<file path="src/rtl/io_controller.sv">
// Processor I/O block: IN reads a switch-derived value after a debounced
// confirm press (stalling the core meanwhile); OUT writes 32-bit display channels.
module io_controller #(
    parameter int IN_W       = 16,
    parameter int OUT_CH     = 2,
    parameter int DEB_CYCLES = 4
) (
    input  logic                   clock,
    input  logic                   resetn,
    input  logic [IN_W-1:0]        inputs,
    input  logic                   enter,
    input  logic [31:0]            data,
    input  logic [5:0]             funct,
    input  logic                   op_in,
    input  logic                   op_out,
    output logic [31:0]            entrada,
    output logic                   in_valid,
    output logic                   halt,
    output logic [OUT_CH*32-1:0]   saida
);
    localparam int CW = $clog2(DEB_CYCLES + 1);

    typedef enum logic [1:0] {IDLE, WAIT_REL, WAIT_PRESS, DONE} state_t;

    state_t          state, next_state;
    logic [IN_W-1:0] sw_m, sw_s;
    logic            en_m, en_s, en_db, en_db_q, press, load;
    logic [CW-1:0]   deb_cnt;
    logic [31:0]     sw_ext, rd_val;

    always_ff @(posedge clock or negedge resetn) begin
        if (!resetn) begin
            sw_m <= '0;
            sw_s <= '0;
            en_m <= 1'b0;
            en_s <= 1'b0;
        end else begin
            sw_m <= inputs;
            sw_s <= sw_m;
            en_m <= enter;
            en_s <= en_m;
        end
    end

    // Counter restarts whenever the synchronised level agrees with the
    // debounced one, and is cleared on the flip, so it can never wrap.
    always_ff @(posedge clock or negedge resetn) begin
        if (!resetn) begin
            en_db   <= 1'b0;
            en_db_q <= 1'b0;
            deb_cnt <= '0;
        end else begin
            en_db_q <= en_db;
            if (en_s == en_db) begin
                deb_cnt <= '0;
            end else if (deb_cnt == CW'(DEB_CYCLES - 1)) begin
                en_db   <= en_s;
                deb_cnt <= '0;
            end else begin
                deb_cnt <= deb_cnt + 1'b1;
            end
        end
    end

    assign press  = en_db & ~en_db_q;
    assign sw_ext = 32'(sw_s);

    always_comb begin
        rd_val = '0;
        if (funct < 6'(IN_W)) begin
            rd_val = {31'b0, sw_ext[funct[4:0]]};
        end else if (funct == 6'd22) begin
            rd_val = {24'b0, sw_ext[7:0]};
        end else if (funct == 6'd23) begin
            rd_val = sw_ext;
        end
    end

    always_ff @(posedge clock or negedge resetn) begin
        if (!resetn) begin
            state <= IDLE;
        end else begin
            state <= next_state;
        end
    end

    always_comb begin
        next_state = state;
        load       = 1'b0;
        in_valid   = 1'b0;
        halt       = 1'b0;
        case (state)
            IDLE: begin
                halt = op_in;
                if (op_in) begin
                    next_state = en_db ? WAIT_REL : WAIT_PRESS;
                end
            end
            WAIT_REL: begin
                halt = 1'b1;
                if (!en_db) begin
                    next_state = WAIT_PRESS;
                end
            end
            WAIT_PRESS: begin
                halt = 1'b1;
                if (press) begin
                    load       = 1'b1;
                    next_state = DONE;
                end
            end
            DONE: begin
                in_valid   = 1'b1;
                next_state = IDLE;
            end
            default: next_state = IDLE;
        endcase
        if (!resetn) begin
            halt = 1'b0;
        end
    end

    always_ff @(posedge clock or negedge resetn) begin
        if (!resetn) begin
            entrada <= '0;
        end else if (load) begin
            entrada <= rd_val;
        end
    end

    always_ff @(posedge clock or negedge resetn) begin
        if (!resetn) begin
            saida <= '0;
        end else if (op_out) begin
            for (int unsigned k = 0; k < OUT_CH; k++) begin
                if (funct == 6'(k)) begin
                    saida[32*k +: 32] <= data;
                end
            end
        end
    end
endmodule

</file>
<file path="config.mk">
export PLATFORM = sky130hd
export DESIGN_NAME = io_controller
export DESIGN_NICKNAME = d
export VERILOG_FILES = /design/src/rtl/io_controller.sv
export SDC_FILE = /design/constraint.sdc
export NUM_CORES = 1
export LEC_CHECK = 0
export CORE_AREA = 2 2 108 110
export DETAILED_ROUTE_END_ITERATION = 16
export DIE_AREA = 0 0 110 112
export DONT_BUFFER_PORTS = 1
export PLACE_DENSITY = 0.51
export REMOVE_ABC_BUFFERS = 1
export SLEW_MARGIN = 20
export SYNTH_ARGS = -nofsm -noshare
export SYNTH_HDL_FRONTEND = slang
export SYNTH_SLANG_ARGS = --single-unit
</file>
<file path="constraint.sdc">
create_clock -name clock -period 2.2 [get_ports clock]
set_input_delay 0.33 -clock clock [delete_from_list [all_inputs] [get_ports clock]]
set_output_delay 0.33 -clock clock [all_outputs]
set_load 0.03 [all_outputs]
</file>
=== Word-level counts from Yosys, hierarchy flattened ===
Index checks and enable logic that the tools add are counted.

* Bits in read-only memories: 0
* Memories: 0
* Latch bits: 0
* Output and inout bits: 98
* RAM bits: 0
* Logic and storage cells: 52
* Register bits: 137

* Add/subtract/negate cells: 1
* Shift operators: 0
* Bitwise operators: 3
* Order comparisons: 2
* Equal/unequal tests: 11
* Div/mod/pow operators: 0
* Mux-type cells: 17
* Multiply operators: 0
* Reduce and logical (&&, ||, !) cells: 7

{| class="wikitable"
|+ Operators with widths
! cell !! number
|-
| 16-bit 2-to-1 mux || 3
|-
| 6-bit by 5-bit == test with 1-bit output (second input constant) || 2
|-
| 2-bit 2-to-1 mux || 4
|-
| 2-bit case mux with 4 select lines || 1
|-
| 6-bit by 1-bit == test with 1-bit output (second input constant) || 1
|-
| 6-bit zero test || 1
|-
| 5-bit by 6-bit < comparator with 1-bit output (second input constant) || 1
|-
| 6-bit by 5-bit < comparator with 1-bit output (second input constant) || 1
|-
| 3-bit 2-to-1 mux || 2
|-
| 2-bit inequality test (second input constant) || 3
|-
| 2-bit AND reduction || 3
|-
| 1-bit binary-select mux with 5-bit select || 1
|-
| 1-bit 2-to-1 mux || 5
|-
| 2-bit == test (second input constant) || 2
|-
| 3-bit by 1-bit adder with 3-bit output (second input constant) || 1
|-
| 3-bit by 2-bit == test with 1-bit output (second input constant) || 1
|-
| 3-bit AND reduction || 1
|-
| 2-bit by 1-bit == test with 1-bit output (second input constant) || 1
|-
| 2-bit zero test || 1
|-
| 1-bit NOT || 2
|-
| 1-bit case mux with 2 select lines || 1
|-
| 2-bit OR reduction || 1
|-
| 1-bit bitwise AND || 1
|-
| 1-bit == test || 1
|}

=== Depth between registers and ports, before layout ===
Gate-level depths: netlist of run 1.

* Word-level depth: 4
* Mapped depth: 8

=== Worst setup path after synthesis of run 1 ===
OpenSTA, ideal clock, no wires.

* Path type: reg-to-output
* Start point: register state[0]
* End point: output port halt
* Stages on the path, launching flop included: 3
* Data required time: 1.870 ns
* Arrival: 1.510 ns
* Slack: 0.360 ns
* Cell sequence: dfrtp_1 > ha_1 > nor3b_1

* Longest elaborated chain between the ends: 4
* Elaborated cells between the ends (all ways): 6

{| class="wikitable"
|+ RTL lines
! item !! RTL line !! source
|-
| from (decl) || 25 || <nowiki>state_t state, next_state;</nowiki>
|-
| from (signal assigned) || 83 || <nowiki>state <= next_state;</nowiki>
|-
| 2-bit == test or 2-bit by 1-bit == test with 1-bit output (tied branches) || 92 || <nowiki>case (state)</nowiki>
|-
| 2-bit OR reduction (no source line) || - ||
|-
| 1-bit case mux with 2 select lines * || 92 ||
|-
| 1-bit 2-to-1 mux * || 118 || <nowiki>if (!resetn) begin</nowiki>
|-
| to (decl) || 18 || <nowiki>output logic halt,</nowiki>
|}

Mark *: on every way between the ends. The rest lies on a longest branch, timed or not.

=== Final worst setup path of run 1 ===
Ends and elaborated chain as after synthesis.

==> reports/qor.yml, run 1 <==
status: "finished with violations"
violations: "negative hold slack"
synth.avg_cell_area_um2: 15.32
rr_worst_depth: 5
placed_cells: 429
synth_ff_type: "dfrtp_1"
grtUsageTotal: 0.1547
fin_crit_sh: 0.8899
yosysMostFrequentCell: "dfrtp_1"
fmax_mhz: 510.8
hold_violations: 121
cts_buffers: 17
ant_nets: 0
end_kind: "output port"
yosys.area.top_type_share: 0.6700
cts_tree: "yes"
rsz0062_at_grt: "no"
tightest_slew_ps: 542.9
synth.yosys.seq_area_share: 0.6700
grt_antenna_before_repair: 0
cellLeakagePower_nw: 2.592
wl_um: 8593
r2r_start: "state[0]"
power_mw: 6.691
critPathRequiredTime_ps: 1870
cts_resized: 0
diodes: 0
synth_seq_cells: 121
overflow: 0
synthCells: 295
timing.max_cap.violations: 0
yosysWarnings: 0
htreeDepth: 4
worst-setup-path-type: "flip-flop to output port"
first_pass_iters: 4
cts_setup_buffers: 0
powerDensity_nw_per_um2: 1242
hp-class: "input pin to asynchronous set/reset pin"
fillers: 1010
cts_buffer_depth: 2
max-slew-margin-rel: 0.6381
final_nets: 387
gp_congestion: 0.7175
synth_edf_count: 0
finalClockSkew_ps: 4.401
setup_viol_count_final: 0
arrival_ps: 1630
async_flop_share: 1.000
timing.rr.end: "entrada[10]"
cts-root-buf: "clkbuf_16"
cts_hold_buf: 17
synth.distinct_cells: 33
die_y_um: 112
drt-initial-drc-count: 104
startpoint_type: "flip-flop"
post-route-util: 0.4823
dieArea_um2: 12320
drcViolationCount: 0
grt_pass1_wl_um: 14000
initial_utilization: 0.4044
peakVddDrop_mv: 0.7184
vias_per_cell: 4.948
final_max_slew_viol_count: 0
synthAdderAreaFrac: 0.01661
area_growth_pct: 19.24
ios: 157
period_needed_ps: 1958
cts_num_sinks: 121
synth_area_leaders: "dfrtp_1, mux2_2, buf_4"
synth-compound-area-share: 0.02713
cp_max_fo: 4
path_clk_slew_ps: 50
wl_per_cell_um: 18.01
synthMuxAreaShare: 0.1885
holdWs_ps: -379.5
final_cells: 477
clk_latency_ps: 400
row_count: 39
hpwlAfterDp_um: 5563
numPortBuffers: 0
finalSetupTns_ps: 0
grt_max_degree: 123
rrSetupSlack_ps: 520
fp.coreArea_um2: 11170
synth-simple-area-share: 0.04900
synth_top_area_cell: "dfrtp_1"
syn_area_um2: 4519
synth_xor_area_frac: 0.001938
synth_common_cells: "dfrtp_1, mux2_2, buf_4, nand2_1, nand3_1"
die_w_um: 110
grt_pass1_vias: 2729
layout-drive-gt1-share: 0.3054
synth_top_family_by_area: "multiplexers"
via_count: 2360
==> power breakdown <==
part	switching (mW)	total (mW)	internal, mW
logic	0.348	0.676	0.328
registers	0.678	3.21	2.53
clock network	0.917	2.80	1.88
==> final cells by class <==
| type | instances | area (um2) | share of cell area |
|---|---|---|---|
| Timing Repair Buffer | 21 | 212.7 | 0.03947 |
| Clock buffer | 23 | 488.0 | 0.09055 |
| Clock inverter | 8 | 117.6 | 0.02182 |
| Tap cell | 143 | 178.9 | 0.03320 |
| Inverter | 5 | 18.77 | 0.003483 |
| Multi-Input combinational cell | 156 | 1345 | 0.2496 |
| Sequential cell | 121 | 3028 | 0.5619 |
==> worst max-delay path, cell delays in order, from the launching register on <==
cell	delay, ps
dfrtp_1	400
inv_1	100
ha_1	310
a21oi_1	50
nor3b_1	180
buf_4	190
==> flip-flops by register name (all words and copies together) (netlist names) <==
register	cells
en_db_q	1
deb_cnt	3
en_s	1
sw_m	16
en_m	1
sw_s	16
state	2
saida	64
en_db	1
entrada	16
==> kinds of logic after synthesis <==
| group | after synthesis |
|---|---|
| AO/OA/AOI/OAI | 16 |
| XOR/XNOR | 1 |
| adder cells (fa/ha/maj) | 6 |
| buffers and inverters | 33 |
| flip-flops | 121 |
| multiplexers | 73 |
| other | 1 |
| AND/OR/NAND/NOR | 44 |
==> worst max path at each step <==
stage                       end     start  slack [ps]
global route               halt  state[0]          90
floorplan             saida[37]  funct[3]         -60
finish                     halt  state[0]         240
detailed placement   entrada[9]  state[0]         520
CTS                        halt  state[0]         210
global placement    entrada[10]  state[0]         510
==> per-stage QoR <==
stage,worst slack (ps),cell area (um2)
final,242.2,5389
after detailed placement,522.7,4613
after CTS,205.2,5389
after global placement,511.0,4613
after global routing,91.47,5389
after floorplan,-55.22,4387
==> per-layer routing <==
layer / routed length, um / vias to the layer above / GRT usage
met5: 0 / - / 0
met4: 180 / 0 / 0.08523
met3: 1048 / 16 / 0.08958
met2: 4254 / 111 / 0.2446
met1: 3110 / 1196 / 0.1588
li1: - / 1037 / -
==> cell usage in the layout, fill, tap and decap left out, types with 4 or more instances in the layout <==
| cell type | Yosys | final |
|---|---|---|
| nand2_1 | 16 | 16 |
| ha_1 | 6 | 6 |
| clkbuf_16 | 0 | 17 |
| clkinv_2 | 0 | 4 |
| dlygate4sd3_1 | 0 | 17 |
| conb_1 | 1 | 16 |
| inv_1 | 5 | 5 |
| mux2_1 | 5 | 5 |
| dfrtp_1 | 121 | 121 |
| nand3_1 | 9 | 9 |
| nor2_1 | 4 | 4 |
| mux2_2 | 62 | 62 |
| clkbuf_8 | 0 | 4 |
| a22o_1 | 8 | 8 |
No activity file was read; power rests on OpenSTA's default activity.
==> run 2: changes to the inputs <==
- CORE_AREA: 2 2 108 110 -> 3 3 109 111
- DIE_AREA: 0 0 110 112 -> 0 0 112 114
- GPL_TIMING_DRIVEN: unset -> 1
==> reports/qor.yml, run 2 (synthesis gave the netlist of run 1 again) <==
status: "finished with violations"
violations: "negative hold slack"
layout-drive-gt1-share: 0.2737  # -0.03168
htreeDepth: 4  # unchanged
cts_setup_buffers: 0  # unchanged
ant_nets: 0  # unchanged
dieArea_um2: 12770  # +3.6%
via_count: 2494  # +5.7%
drt-initial-drc-count: 126  # +21%
worst-setup-path-type: "flip-flop to output port"
powerDensity_nw_per_um2: 1170  # -5.8%
largest_reg_flops: 64  # unchanged
grt_pass1_wl_um: 14460  # +3.3%
timing.rr.end: "entrada[0]"
fin_crit_sh: 0.9315  # +0.04162
end_kind: "output port"
gp_congestion: 0.7222  # +0.66%
final_max_slew_viol_count: 0  # unchanged
die_y_um: 114  # +1.8%
cts_resized: 0  # unchanged
grt_antenna_before_repair: 0  # unchanged
post-route-util: 0.5242  # +0.04199
final-seq-area_um2: 3028  # unchanged
cellLeakagePower_nw: 2.721  # +5.0%
grtUsageTotal: 0.1475  # -0.007181
cts_buffer_depth: 2  # unchanged
overflow: 0  # unchanged
area_growth_pct: 26.30
hpwlAfterDp_um: 5675  # +2.0%
tightest_slew_ps: 516.5  # -26.36 ps
finalClockSkew_ps: 2.940  # -1.461 ps
final_common_cell: "dfrtp_1"
peakVddDrop_mv: 0.7525  # +4.7%
path_clk_slew_ps: 60  # about the same
holdWs_ps: -486.6  # -107.1 ps
ios: 157  # unchanged
cts-root-buf: "clkbuf_8"
final_nets: 421  # +8.8%
initial_utilization: 0.4151  # +0.01064
hold_violations: 121  # unchanged
cp_max_fo: 4  # unchanged
numPortBuffers: 0  # unchanged
setup_viol_count_final: 0  # unchanged
crit_end: "halt"
max-slew-margin-rel: 0.6557  # +0.01758
multi_input_area_um2: 1345  # unchanged
final_cell_mix: "dfrtp_1, mux2_2, dlygate4sd3_1"
cts_buffers: 17  # unchanged
arrival_ps: 1720  # +90 ps
finalSetupTns_ps: 0  # unchanged
timing.max_cap.violations: 0  # unchanged
vias_per_cell: 4.900  # -0.97%
first_pass_iters: 4  # unchanged
fillers: 893  # -12%
r2r_start: "sw_s[11]"
place_ws_ps: 557.3  # +34.58 ps
startpoint_type: "flip-flop"
placed_area_um2: 4609  # about the same
drcViolationCount: 0  # unchanged
fp.coreArea_um2: 10890  # -2.6%
cts_tree: "yes"
row_count: 38  # -2.6%
fin_area_um2: 5708  # +5.9%
die_w_um: 112  # +1.8%
wl_um: 8908  # +3.7%
diodes: 0  # unchanged
wl_per_cell_um: 17.50  # -2.9%
hp-class: "input pin to asynchronous set/reset pin"
critPathRequiredTime_ps: 1870  # about the same
clk_latency_ps: 510  # +110 ps
rrSetupSlack_ps: 250  # -270 ps
cts_num_sinks: 121  # unchanged
regMostFlops: "saida"
rsz0062_at_grt: "no"
period_needed_ps: 2049  # +91.57 ps
cts_hold_buf: 51  # +34
crit_start: "state[0]"
grt_max_degree: 123  # unchanged
worst_slack_ps: 150.7  # -91.58 ps
fmax_mhz: 488.0  # -4.5%
grt_pass1_vias: 2752  # +0.84%
rr_worst_depth: 5  # unchanged
==> run 2: cell count changes in the layout (fill, tap and decap cells not counted), sizes merged <==
cell / before / now
clkbuf: 23 / 24
dlygate4sd3: 17 / 51
==> run 2: final cells by class <==
class	instances	area share
clock buffer	24	0.08242
multi-input combinational	156	0.2356
inverter	5	0.003288
tap	140	0.03069
sequential	121	0.5305
timing repair buffer	55	0.09689
clock inverter	8	0.02061
==> run 2: worst max-delay path: stages, from the launching register on <==
cell and delay [ps]:
dfrtp_1 390, inv_1 100, ha_1 310, a21oi_1 50, nor3b_1 180, buf_4 190
==> run 2: how the worst min path moves through the flow <==
stage / cells after the start / slack (ps) / end
final: 0 / -490 / entrada[7]
after global routing: 0 / -530 / entrada[7]
after CTS: 0 / -530 / state[1]
after detailed placement: 0 / 40 / entrada[7]
after global placement: 0 / 40 / state[1]
after floorplan: 0 / 30 / deb_cnt[0]
==> run 2: layer usage <==
layer / share of wire / track usage / vias up
li1: - / - / 1109
met1: 0.38 / 0.1635 / 1255
met2: 0.49 / 0.2306 / 124
met3: 0.12 / 0.08912 / 6
met4: 0.010 / 0.06250 / 0
met5: 0 / 0 / -
==> run 2: per-stage QoR <==
stage	power [mW]	std cells	hold slack [ps]
after floorplan	3.723	282	34.41
after global placement	3.887	426	37.68
after detailed placement	3.920	426	37.89
after CTS	6.770	509	-529.6
after global routing	6.994	509	-531.3
final	6.679	509	-486.6
==> run 2: power by group <==
part	internal [mW]	switching, mW
clock	1.81	0.923
sequential	2.53	0.680
combinational	0.369	0.366
total	4.71	1.97
==> run 3: changes to the inputs <==
- GPL_ROUTABILITY_DRIVEN: unset -> 0
- PLACE_DENSITY: 0.51 -> unset
- PLACE_DENSITY_LB_ADDON: unset -> 0.05
==> reports/qor.yml, run 3 (synthesis gave the netlist of run 1 again) <==
layout-drive-gt1-share: 0.2853  # +0.01161
powerDensity_nw_per_um2: 1207  # +3.1%
hpwlAfterDp_um: 5776  # +1.8%
final_cell_mix: "dfrtp_1, mux2_2, dlygate4sd3_1"
cts-root-buf: "clkbuf_8"
grt_max_degree: 123  # unchanged
ios: 157  # unchanged
cts_tree: "yes"
overflow: 0  # unchanged
hp-class: "input pin to asynchronous set/reset pin"
fmax_mhz: 494.4  # +1.3%
period_needed_ps: 2023  # -26.62 ps
cp_max_fo: 4  # unchanged
slowest_stage: "dfrtp_1"
startpoint_type: "flip-flop"
numPortBuffers: 0  # unchanged
regMostFlops: "saida"
vias_per_cell: 4.943  # +0.88%
die_w_um: 112  # unchanged
drcViolationCount: 0  # unchanged
cts_buffer_depth: 2  # unchanged
area_growth_pct: 27.60
cts_setup_buffers: 0  # unchanged
top_usage_layer: "met2"
finalClockSkew_ps: 4.348  # +1.408 ps
first_pass_iters: 4  # unchanged
arrival_ps: 1690  # -30 ps
tightest_slew_ps: 584.0  # +67.53 ps
wl_per_cell_um: 17.86  # +2.1%
crit_path_max_incr_delay_ps: 390  # about the same
ant_nets: 0  # unchanged
gr-usage-met2: 0.2394  # +0.008793
cpLargestDelayFamily: "flip-flops"
cts_num_sinks: 121  # unchanged
fin_crit_sh: 0.9194  # -0.01210
final_max_slew_viol_count: 0  # unchanged
setup_viol_count_final: 0  # unchanged
grt_pass1_wl_um: 14540  # +0.57%
drt-initial-drc-count: 97  # -23%
holdWs_ps: -488.4  # -1.873 ps
use_met1: 0.1655  # +0.002023
final_common_cell: "dfrtp_1"
grtUsageTotal: 0.1490  # +0.001453
final_nets: 420  # -0.24%
max-slew-margin-rel: 0.6106  # -0.04502
largest_reg_flops: 64  # unchanged
critPathRequiredTime_ps: 1870  # about the same
grt_antenna_before_repair: 0  # unchanged
grt_pass1_vias: 2737  # -0.55%
cts_buffers: 17  # unchanged
via_count: 2511  # +0.68%
hold_violations: 121  # unchanged
timing.max_cap.violations: 0  # unchanged
worst-path-buf-inv: 2  # unchanged
worst-setup-path-type: "flip-flop to output port"
clk_latency_ps: 510  # about the same
peakVddDrop_mv: 0.5345  # -29%
status: "finished with violations"
violations: "negative hold slack"
cellLeakagePower_nw: 2.747  # +0.95%
wl_um: 9075  # +1.9%
path_cells: "inv_1, ha_1, a21oi_1, nor3b_2, buf_4"
fp.coreArea_um2: 10890  # unchanged
diodes: 0  # unchanged
dieArea_um2: 12770  # unchanged
row_count: 38  # unchanged
initial_utilization: 0.4151  # unchanged
die_y_um: 114  # unchanged
htreeDepth: 4  # unchanged
path_clk_slew_ps: 60  # about the same
rsz0062_at_grt: "no"
grtUsageMet3: 0.07692  # -0.01220
cts_hold_buf: 50  # -2.0%
post-route-util: 0.5296  # +0.005401
end_kind: "output port"
## run 3: power by group
group / switching [mW] / total, mW / internal, mW
combinational: 0.363 / 0.732 / 0.369
sequential: 0.682 / 3.22 / 2.53
clock: 0.969 / 3.01 / 2.04
total: 2.01 / 6.96 / 4.95
## run 3: worst paths after layout
| kind | slack (ps) | end | startpoint | depth (start not counted) |
|---|---|---|---|---|
| worst max-delay path | 180 | halt | state[0] | 5 |
| worst min-delay path | -490 | entrada[12] | resetn | 0 |
| worst max register to register | 520 | entrada[0] | state[0] | 6 |
| worst min register to register | 340 | sw_s[5] | sw_m[5] | 0 |
| max in group asynchronous | 2520 | saida[14] | resetn | 0 |
| min in group clock | 30 | entrada[0] | funct[5] | 3 |
## run 3: worst reg2reg max path: stages (launching register included)
cell and delay, ps:
dfrtp_1 410, inv_1 110, ha_1 200, inv_1 70
or2_1 440, a21oi_1 210, a31oi_1 110
## run 3: area by class of cell
| cell class | instances | area (um2) |
|---|---|---|
| fillers | 942 | 5121 |
| flip-flops and latches | 121 | 3028 |
| multi-input cells | 156 | 1350 |
| repair buffers | 54 | 543.0 |
| clock buffers | 21 | 459.2 |
| clock inverters | 11 | 192.7 |
| well taps | 140 | 175.2 |
| inverters | 5 | 18.77 |
## run 3: timing repair
action                     4_1_cts  5_1_grt
hold endpoints to repair       203      121
setup endpoints to repair        0        1
gates resized for setup          0        1
## run 3: stage by stage
step	power, mW	cell area, um2	setup TNS, ps	cells	setup slack (ps)
global route	7.282	5767	0	508	16.71
CTS	7.046	5762	0	508	131.9
floorplan	3.723	4387	-437.1	282	-55.22
detailed placement	3.912	4609	0	426	512.9
global placement	3.899	4609	0	426	527.2
finish	6.959	5767	0	508	177.3
## run 3: layer usage
metal / wire length (um) / vias to the layer above
met5: 0 / -
met4: 157 / 0
met3: 912 / 14
met2: 4463 / 112
met1: 3542 / 1273
li1: - / 1112
